$ cat config.mk
export PLATFORM = sky130hd
export DESIGN_NAME = hc595_rx
export DESIGN_NICKNAME = d
export VERILOG_FILES = /design/src/rtl/hc595_rx.sv
export SDC_FILE = /design/constraint.sdc
export NUM_CORES = 1
export LEC_CHECK = 0
export BUFFER_PORTS_ARGS = -buffer_cell sky130_fd_sc_hd__buf_2
export CORE_MARGIN = 5
export CORE_UTILIZATION = 58
export CTS_BUF_LIST = sky130_fd_sc_hd__clkbuf_8 sky130_fd_sc_hd__clkbuf_16
export CTS_CLUSTER_SIZE = 40
export DETAILED_ROUTE_END_ITERATION = 16
export GPL_TIMING_DRIVEN = 0
export PLACE_DENSITY = 0.87
export SETUP_SLACK_MARGIN = 0.05
export SYNTH_ARGS = -nofsm -noshare
export SYNTH_HDL_FRONTEND = slang
export SYNTH_SLANG_ARGS = --single-unit
export TNS_END_PERCENT = 5
$ cat constraint.sdc
create_clock -name sys_clk -period 2.6 [get_ports sys_clk]
set_input_delay 0.13 -clock sys_clk [delete_from_list [all_inputs] [get_ports sys_clk]]
set_output_delay 0.13 -clock sys_clk [all_outputs]
set_load 0.05 [all_outputs]
$ cat src/rtl/hc595_rx.sv
// hc595_rx: receiving end of the 74HC595 serial display link.
// Samples ds/shcp/stcp/oe into sys_clk, shifts 14-bit frames and, on each
// storage strobe, rebuilds the 6-bit digit select and the 8-bit segment pattern.
// Optional build macro HC595_RX_ERRCNT_EN adds err_clr/err_cnt, a saturating
// count of frame_err pulses.
//
// state    | meaning
// ---------+-------------------------------------------------------------
// ST_IDLE  | no bits received since the last strobe/timeout (bit_cnt == 0)
// ST_SHIFT | frame in progress; idle timer armed
module hc595_rx #(
   parameter int SYNC_STAGES = 2,
   parameter int TIMEOUT_CYC = 1024
) (
   input  logic        sys_clk,
   input  logic        sys_rst_n,
   input  logic        ds,
   input  logic        shcp,
   input  logic        stcp,
   input  logic        oe,
`ifdef HC595_RX_ERRCNT_EN
   input  logic        err_clr,
   output logic [15:0] err_cnt,
`endif
   output logic [5:0]  sel,
   output logic [7:0]  seg,
   output logic        blank,
   output logic        frame_vld,
   output logic        frame_err
);

   localparam int                IDLE_W     = (TIMEOUT_CYC > 1) ? $clog2(TIMEOUT_CYC) : 1;
   localparam logic [IDLE_W-1:0] IDLE_LAST  = IDLE_W'(TIMEOUT_CYC - 1);
   localparam logic [3:0]        FRAME_BITS = 4'd14;
   localparam logic [3:0]        CNT_MAX    = 4'd15;

   typedef enum logic [0:0] {
      ST_IDLE  = 1'b0,
      ST_SHIFT = 1'b1
   } state_t;

   logic [SYNC_STAGES-1:0] ds_pipe;
   logic [SYNC_STAGES-1:0] shcp_pipe;
   logic [SYNC_STAGES-1:0] stcp_pipe;
   logic [SYNC_STAGES-1:0] oe_pipe;
   logic                   shcp_hist;
   logic                   stcp_hist;

   logic ds_sync;
   logic shcp_sync;
   logic stcp_sync;
   logic oe_sync;
   logic rise_shcp;
   logic rise_stcp;

   state_t            state;
   state_t            state_nxt;
   logic [3:0]        bit_cnt;
   logic [3:0]        bit_cnt_nxt;
   logic [IDLE_W-1:0] idle_cnt;
   logic [IDLE_W-1:0] idle_nxt;
   logic [13:0]       shreg;
   logic              store_en;
   logic [3:0]        store_idx;
   logic              latch_en;
   logic              err_en;
   logic [7:0]        seg_map;

   // Multi-flop synchronizers; shcp/stcp get one extra history flop for edge detect.
   always_ff @(posedge sys_clk or negedge sys_rst_n) begin
      if (!sys_rst_n) begin
         ds_pipe   <= '0;
         shcp_pipe <= '0;
         stcp_pipe <= '0;
         oe_pipe   <= '0;
         shcp_hist <= 1'b0;
         stcp_hist <= 1'b0;
      end else begin
         ds_pipe   <= {ds_pipe[SYNC_STAGES-2:0], ds};
         shcp_pipe <= {shcp_pipe[SYNC_STAGES-2:0], shcp};
         stcp_pipe <= {stcp_pipe[SYNC_STAGES-2:0], stcp};
         oe_pipe   <= {oe_pipe[SYNC_STAGES-2:0], oe};
         shcp_hist <= shcp_pipe[SYNC_STAGES-1];
         stcp_hist <= stcp_pipe[SYNC_STAGES-1];
      end
   end

   // ds shares the shcp delay, so ds_sync is the bit that belongs to rise_shcp.
   assign ds_sync   = ds_pipe[SYNC_STAGES-1];
   assign shcp_sync = shcp_pipe[SYNC_STAGES-1];
   assign stcp_sync = stcp_pipe[SYNC_STAGES-1];
   assign oe_sync   = oe_pipe[SYNC_STAGES-1];
   assign rise_shcp = shcp_sync & ~shcp_hist;
   assign rise_stcp = stcp_sync & ~stcp_hist;

   // Frame state, bit counter and idle timer registers.
   always_ff @(posedge sys_clk or negedge sys_rst_n) begin
      if (!sys_rst_n) begin
         state    <= ST_IDLE;
         bit_cnt  <= '0;
         idle_cnt <= '0;
      end else begin
         state    <= state_nxt;
         bit_cnt  <= bit_cnt_nxt;
         idle_cnt <= idle_nxt;
      end
   end

   // Strobe is judged on the pre-shift count; a coincident shift bit starts the next frame.
   always_comb begin
      state_nxt   = state;
      bit_cnt_nxt = bit_cnt;
      idle_nxt    = idle_cnt;
      store_en    = 1'b0;
      store_idx   = bit_cnt;
      latch_en    = 1'b0;
      err_en      = 1'b0;

      if (rise_stcp) begin
         if (bit_cnt == FRAME_BITS) begin
            latch_en = 1'b1;
         end else begin
            err_en = 1'b1;
         end
         bit_cnt_nxt = '0;
         idle_nxt    = '0;
         state_nxt   = ST_IDLE;
      end

      if (rise_shcp) begin
         if (rise_stcp) begin
            store_idx   = '0;
            bit_cnt_nxt = 4'd1;
         end else if (bit_cnt != CNT_MAX) begin
            bit_cnt_nxt = bit_cnt + 4'd1;
         end
         store_en  = (store_idx < FRAME_BITS);
         idle_nxt  = '0;
         state_nxt = ST_SHIFT;
      end else if (!rise_stcp && state == ST_SHIFT) begin
         if (idle_cnt == IDLE_LAST) begin
            err_en      = 1'b1;
            bit_cnt_nxt = '0;
            idle_nxt    = '0;
            state_nxt   = ST_IDLE;
         end else begin
            idle_nxt = idle_cnt + IDLE_W'(1);
         end
      end
   end

   // Shift register: arrival index k lands in shreg[k]; overflow bits are dropped.
   always_ff @(posedge sys_clk or negedge sys_rst_n) begin
      if (!sys_rst_n) begin
         shreg <= '0;
      end else begin
         for (int i = 0; i < 14; i++) begin
            if (store_en && store_idx == 4'(i)) begin
               shreg[i] <= ds_sync;
            end
         end
      end
   end

   // seg[7] is the first segment bit on the wire, seg[0] the last.
   assign seg_map = {shreg[6], shreg[7], shreg[8], shreg[9],
                     shreg[10], shreg[11], shreg[12], shreg[13]};

   // Output latch, status pulses and blank.
   always_ff @(posedge sys_clk or negedge sys_rst_n) begin
      if (!sys_rst_n) begin
         sel       <= '0;
         seg       <= '0;
         blank     <= 1'b1;
         frame_vld <= 1'b0;
         frame_err <= 1'b0;
      end else begin
         if (latch_en) begin
            sel <= shreg[5:0];
            seg <= seg_map;
         end
         blank     <= oe_sync;
         frame_vld <= latch_en;
         frame_err <= err_en;
      end
   end

`ifdef HC595_RX_ERRCNT_EN
   // Saturating error count, updated in the same cycle frame_err is raised; err_clr wins.
   always_ff @(posedge sys_clk or negedge sys_rst_n) begin
      if (!sys_rst_n) begin
         err_cnt <= '0;
      end else if (err_clr) begin
         err_cnt <= '0;
      end else if (err_en && err_cnt != 16'hFFFF) begin
         err_cnt <= err_cnt + 16'd1;
      end
   end
`endif

endmodule

# [Yosys cells after proc, flatten, opt, wreduce, memory -nomap -nowiden]
# Cells that the tools add are included.
[totals] register_bits=56 latchBits=0 ram_bits=0 romBits=0 input_bits=6 out_inout_bits=17 elab_cells=93 mem_count=0
[classes] addsub=2 multipliers=0 div_mod_pow=0 magnitude_cmp=1 n_eq_ne=16 n_shift=0 mux=24 n_bitwise=4 reduce_logical=18
[ops] op="$mux 10" n=4
[ops] op="$mux 4" n=8
[ops] op="$eq 4x4->1 const B" n=7
[ops] op="$eq 4x3->1 const B" n=4
[ops] op="$logic_and 1x1->1" n=15
[ops] op="$mux 1" n=12
[ops] op="$add 10x1->10 const B" n=1
[ops] op="$eq 10x10->1 const B" n=1
[ops] op="$eq 4x2->1 const B" n=2
[ops] op="$add 4x1->4 const B" n=1
[ops] op="$eq 4x1->1 const B" n=1
[ops] op="$logic_not 4->1" n=1
[ops] op="$lt 4x4->1 const B" n=1
[ops] op="$ne 4x4->1 const B" n=1
[ops] op="$reduce_bool 3->1" n=1
[ops] op="$and 1x1->1" n=2
[ops] op="$not 1->1" n=2
[ops] op="$logic_not 1->1" n=1

# [Logic depth before layout (Yosys ltp)]
[logic_depth] ltp_word=7 ltp_mapped=7 depth_no_buf=5

# [Worst setup path before layout]
# Ideal clock, no wire load.
[synth_path] path_type="reg2reg" from="register shcp_hist" to="register shreg[11]" setup_ns=0.125 t_arrival_ns=1.643 required_time_ns=2.475 setup_slack_ns=0.833 stages_incl_launch_ff=6 n_path_buf=1 period_less_slack_ns=1.767 path_cell_list="dfrtp_1 -> nand2b_1 -> buf_6 -> or4_4 -> and2b_1 -> mux2_2"
[synth_between] elab_chain_len=5 elab_cells_between_ends=6 cone_classes="eq/ne (1); mux (2); bitwise (2); reduce/logical (1)"
[synth_rtl] element="start: declaration" line_no="46" rtl="logic shcp_hist;"
[synth_rtl] element="start signal: assignment" line_no="83" rtl="shcp_hist <= shcp_pipe[SYNC_STAGES-1];"
[synth_rtl] element="$not 1->1 *" line_no="93" rtl="assign rise_shcp = shcp_sync & ~shcp_hist;"
[synth_rtl] element="$and 1x1->1 *" line_no="93"
[synth_rtl] element="$mux 4" line_no="130" rtl="if (rise_shcp) begin"
[synth_rtl] element="$eq 4x4->1" line_no="158" rtl="if (store_en && store_idx == 4'(i)) begin"
[synth_rtl] element="$logic_and 1x1->1 *" line_no="158"
[synth_rtl] element="end signal: indexed assignment" line_no="159" rtl="shreg[i] <= ds_sync;"
[synth_rtl] element="end: declaration" line_no="62" rtl="logic [13:0] shreg;"
# Every way passes the cells marked *; elsewhere a longest branch is shown, timed or not.
# A chain may end at the register's enable or synchronous reset.

# [Worst setup path in the final report]
[layout_path] from="register bit_cnt[0]" to="register sel[3]"
[layout_between] elab_chain_len=3
[layout_rtl] element="start: declaration" line_no="58" rtl="logic [3:0] bit_cnt;"
[layout_rtl] element="start signal: assignment" line_no="104" rtl="bit_cnt <= bit_cnt_nxt;"
[layout_rtl] element="$eq 4x4->1" line_no="120" rtl="if (bit_cnt == FRAME_BITS) begin"
[layout_rtl] element="$mux 1" line_no="120"
[layout_rtl] element="$mux 1" line_no="119" rtl="if (rise_stcp) begin"
[layout_rtl] element="via latch_en" line_no="65" rtl="logic latch_en;"
[layout_rtl] element="end signal: assignment" line_no="179" rtl="sel <= shreg[5:0];"
[layout_rtl] element="end: declaration" line_no="25" rtl="output logic [5:0] sel,"
# The timed path passes the listed nets, and every way through them passes these cells.

==> flow_summary.json <==
{
  "status": "completed",
  "total_power_mw": 1.56,
  "clk_pin_slew_ps": 100,
  "vias": 1529,
  "yosysUniqueCellTypes": 38,
  "row_count": 23,
  "vias_per_cell": 5.52,
  "clkLatencyLatePin_ps": 310,
  "wl_um": 4070,
  "min_period_ps": 2010,
  "crit_top_cell": "buf_2",
  "antenna_found_initial": 0,
  "hold_class": "in2async",
  "dieWidth_um": 74.0,
  "final_core_util_pct": 66.9,
  "clockPowerShare_pct": 29.6,
  "ios": 23,
  "final_nets": 235,
  "ys_seq_area_share_pct": 59.0,
  "worst_path_largest_cell_delay_ps": 460,
  "fin_area_um2": 2680,
  "sequentialPowerShare_pct": 61.4,
  "r2r_end": "sel[3]",
  "cp_num_buf_inv": 3,
  "drive_above_1_share_pct": 30.4,
  "required_ps": 2800,
  "dpl_worst_slack_ps": 602,
  "grt-ovfl-total": 0,
  "clock-root-buffer": "clkbuf_8",
  "finalWeightedCongestion": 0.847,
  "reg2reg_depth": 7,
  "grt_pass1_vias": 1566,
  "hold_violations": 0,
  "crit_chain": "inv_1 > ha_1 > and3_1 > and2_1 > buf_2 > buf_2 > mux2_2",
  "worst-path-max-fanout": 10,
  "cp_top_family": "buffers and inverters",
  "fin_worst_skew_ps": 6.57,
  "rrSetupSlack_ps": 590,
  "final_cells": 277,
  "drt_first_pass_iters": 4,
  "synth_enable_flop_cells": 0,
  "grt_first_pass_wirelength_um": 7190,
  "dp_cells": 265,
  "finalSetupViolCount": 0,
  "clock_sinks": 56,
  "p_switching_uw": 389,
  "layout_commonest_cell": "dfrtp_1",
  "synth.ff_latch_count": 56,
  "diodes": 0,
  "syn_to_final_growth_pct": 12.7,
  "startpoint_type": "register",
  "yosysWarnings": 0,
  "drt_iter0_markers": 131,
  "arrival_ps": 2210,
  "postRouteAntennaNets": 0,
  "switching_share_pct": 24.9,
  "cts_inserted_buffers": 5,
  "path_class": "reg2reg",
  "port_buffers": 22,
  "coreArea_um2": 4000,
  "grtUsageTotal_pct": 17.4,
  "cts_tree": "yes",
  "worst-path-stages": 7,
  "drc_errors": 0,
  "synthArstFlopShare_pct": 100,
  "max_freq_mhz": 498,
  "syn-num-nets": 202,
  "cp_slowest_cell": "dfrtp_1",
  "slew_violations": 0,
  "dieArea_um2": 5480,
  "rsz0062_at_grt": "false",
  "p_comb_share_pct": 9.0,
  "synth_area_um2": 2380,
  "place_hpwl_um": 2740,
  "placed_cell_area_um2": 2550,
  "start_util_pct": 59.4,
  "ir_drop_mv": 0.486,
  "slew_headroom_pct": 20.6,
  "holdWs_ps": 61.9,
  "avgSynthCellArea_um2": 12.3,
  "final_cell_mix": "55 x dfrtp_1, 27 x buf_2, 26 x mux2_2, 17 x nand2_1, 10 x nor2_1",
  "r2r-start": "bit_cnt[0]",
  "ctsResizeCount": 0,
  "max_cap_viol_count": 0,
  "cp-end-kind": "register",
  "tightest_slew_ps": 1190,
  "h-tree-depth": 2,
  "intPower_mw": 1.17,
  "grt_max_degree": 57,
  "routedWlPerCell_um": 14.7,
  "setup_slack_ps": 590,
  "clockBufferDepth": 2,
  "ys.flop_type": "dfrtp_1",
  "synth_cells": 193,
  "period_share_pct": 77.3,
  "totalNegativeSetupSlack_ps": 0,
  "die_h_um": 74.0,
  "power.density_nw_per_um2": 583,
  "p_leak_nw": 1.33
}
state kept, by name (all words and copies together) (netlist names), 2 cells and up:
register,cells
seg,8
stcp_pipe,2
ds_pipe,2
idle_cnt,10
shcp_pipe,2
bit_cnt,4
shreg,14
sel,6
oe_pipe,2
area by class of cell:
| type | count | area, µm² |
|---|---|---|
| fillers | 294 | 1320 |
| clock buffers | 5 | 68.8 |
| repair buffers | 26 | 150 |
| flip-flops and latches | 56 | 1400 |
| clock inverters | 3 | 20.0 |
| multi-input cells | 128 | 926 |
| inverters | 1 | 3.75 |
| plain buffers | 8 | 43.8 |
| well taps | 50 | 62.6 |
how the worst max path moves through the flow:
| stage | startpoint | endpoint | slack, ps |
|---|---|---|---|
| after detailed placement | bit_cnt[0] | sel[4] | 600 |
| after floorplan | shcp_hist | shreg[11] | 830 |
| after global routing | bit_cnt[0] | sel[2] | 500 |
| final | bit_cnt[0] | sel[3] | 590 |
| after CTS | bit_cnt[0] | sel[3] | 570 |
| after global placement | bit_cnt[0] | sel[1] | 650 |
power by group through the flow:
stage / clock, mW / combinational (mW) / sequential, mW
after floorplan: 0 / 0.0908 / 0.969
after global placement: 0 / 0.132 / 0.974
after detailed placement: 0 / 0.135 / 0.976
after CTS: 0.471 / 0.141 / 0.959
after global routing: 0.509 / 0.158 / 0.969
final: 0.462 / 0.140 / 0.959
metal layers:
layer | track usage [%] | wire length [µm] | share of wire (%)
met4 | 9.26 | 100 | 2.5
met1 | 23.6 | 1820 | 45
met2 | 26.0 | 2010 | 49
met3 | 4.32 | 136 | 3.3
met5 | 0 | 0 | 0
synth_stat cells (3+ instances only):
master / n / share of area [%]
dfrtp_1: 55 / 58
mux2_2: 26 / 12
nand2_1: 17 / 2.7
nor2_1: 10 / 1.6
a21oi_1: 9 / 1.9
o21ai_0: 9 / 1.9
and3_1: 6 / 1.6
nand3_1: 6 / 1.3
buf_2: 5 / 1.1
nand2b_1: 5 / 1.3
xor2_1: 5 / 1.8
ha_1: 3 / 1.6
timing repair:
item / in CTS / in global routing
hold buffers: 4 / 0
hold endpoints to repair: 4 / 0
buffers inserted: 0 / 0
kinds of logic after synthesis:
logic type / synth area share [%]
XOR/XNOR: 2.21
buffers and inverters: 2.00
flip-flops: 59.0
AND/OR/NAND/NOR: 15.2
multiplexers: 13.6
adder cells (fa/ha/maj): 1.58
AO/OA/AOI/OAI: 6.42
Note: power is estimated with default switching activity, not from simulation.
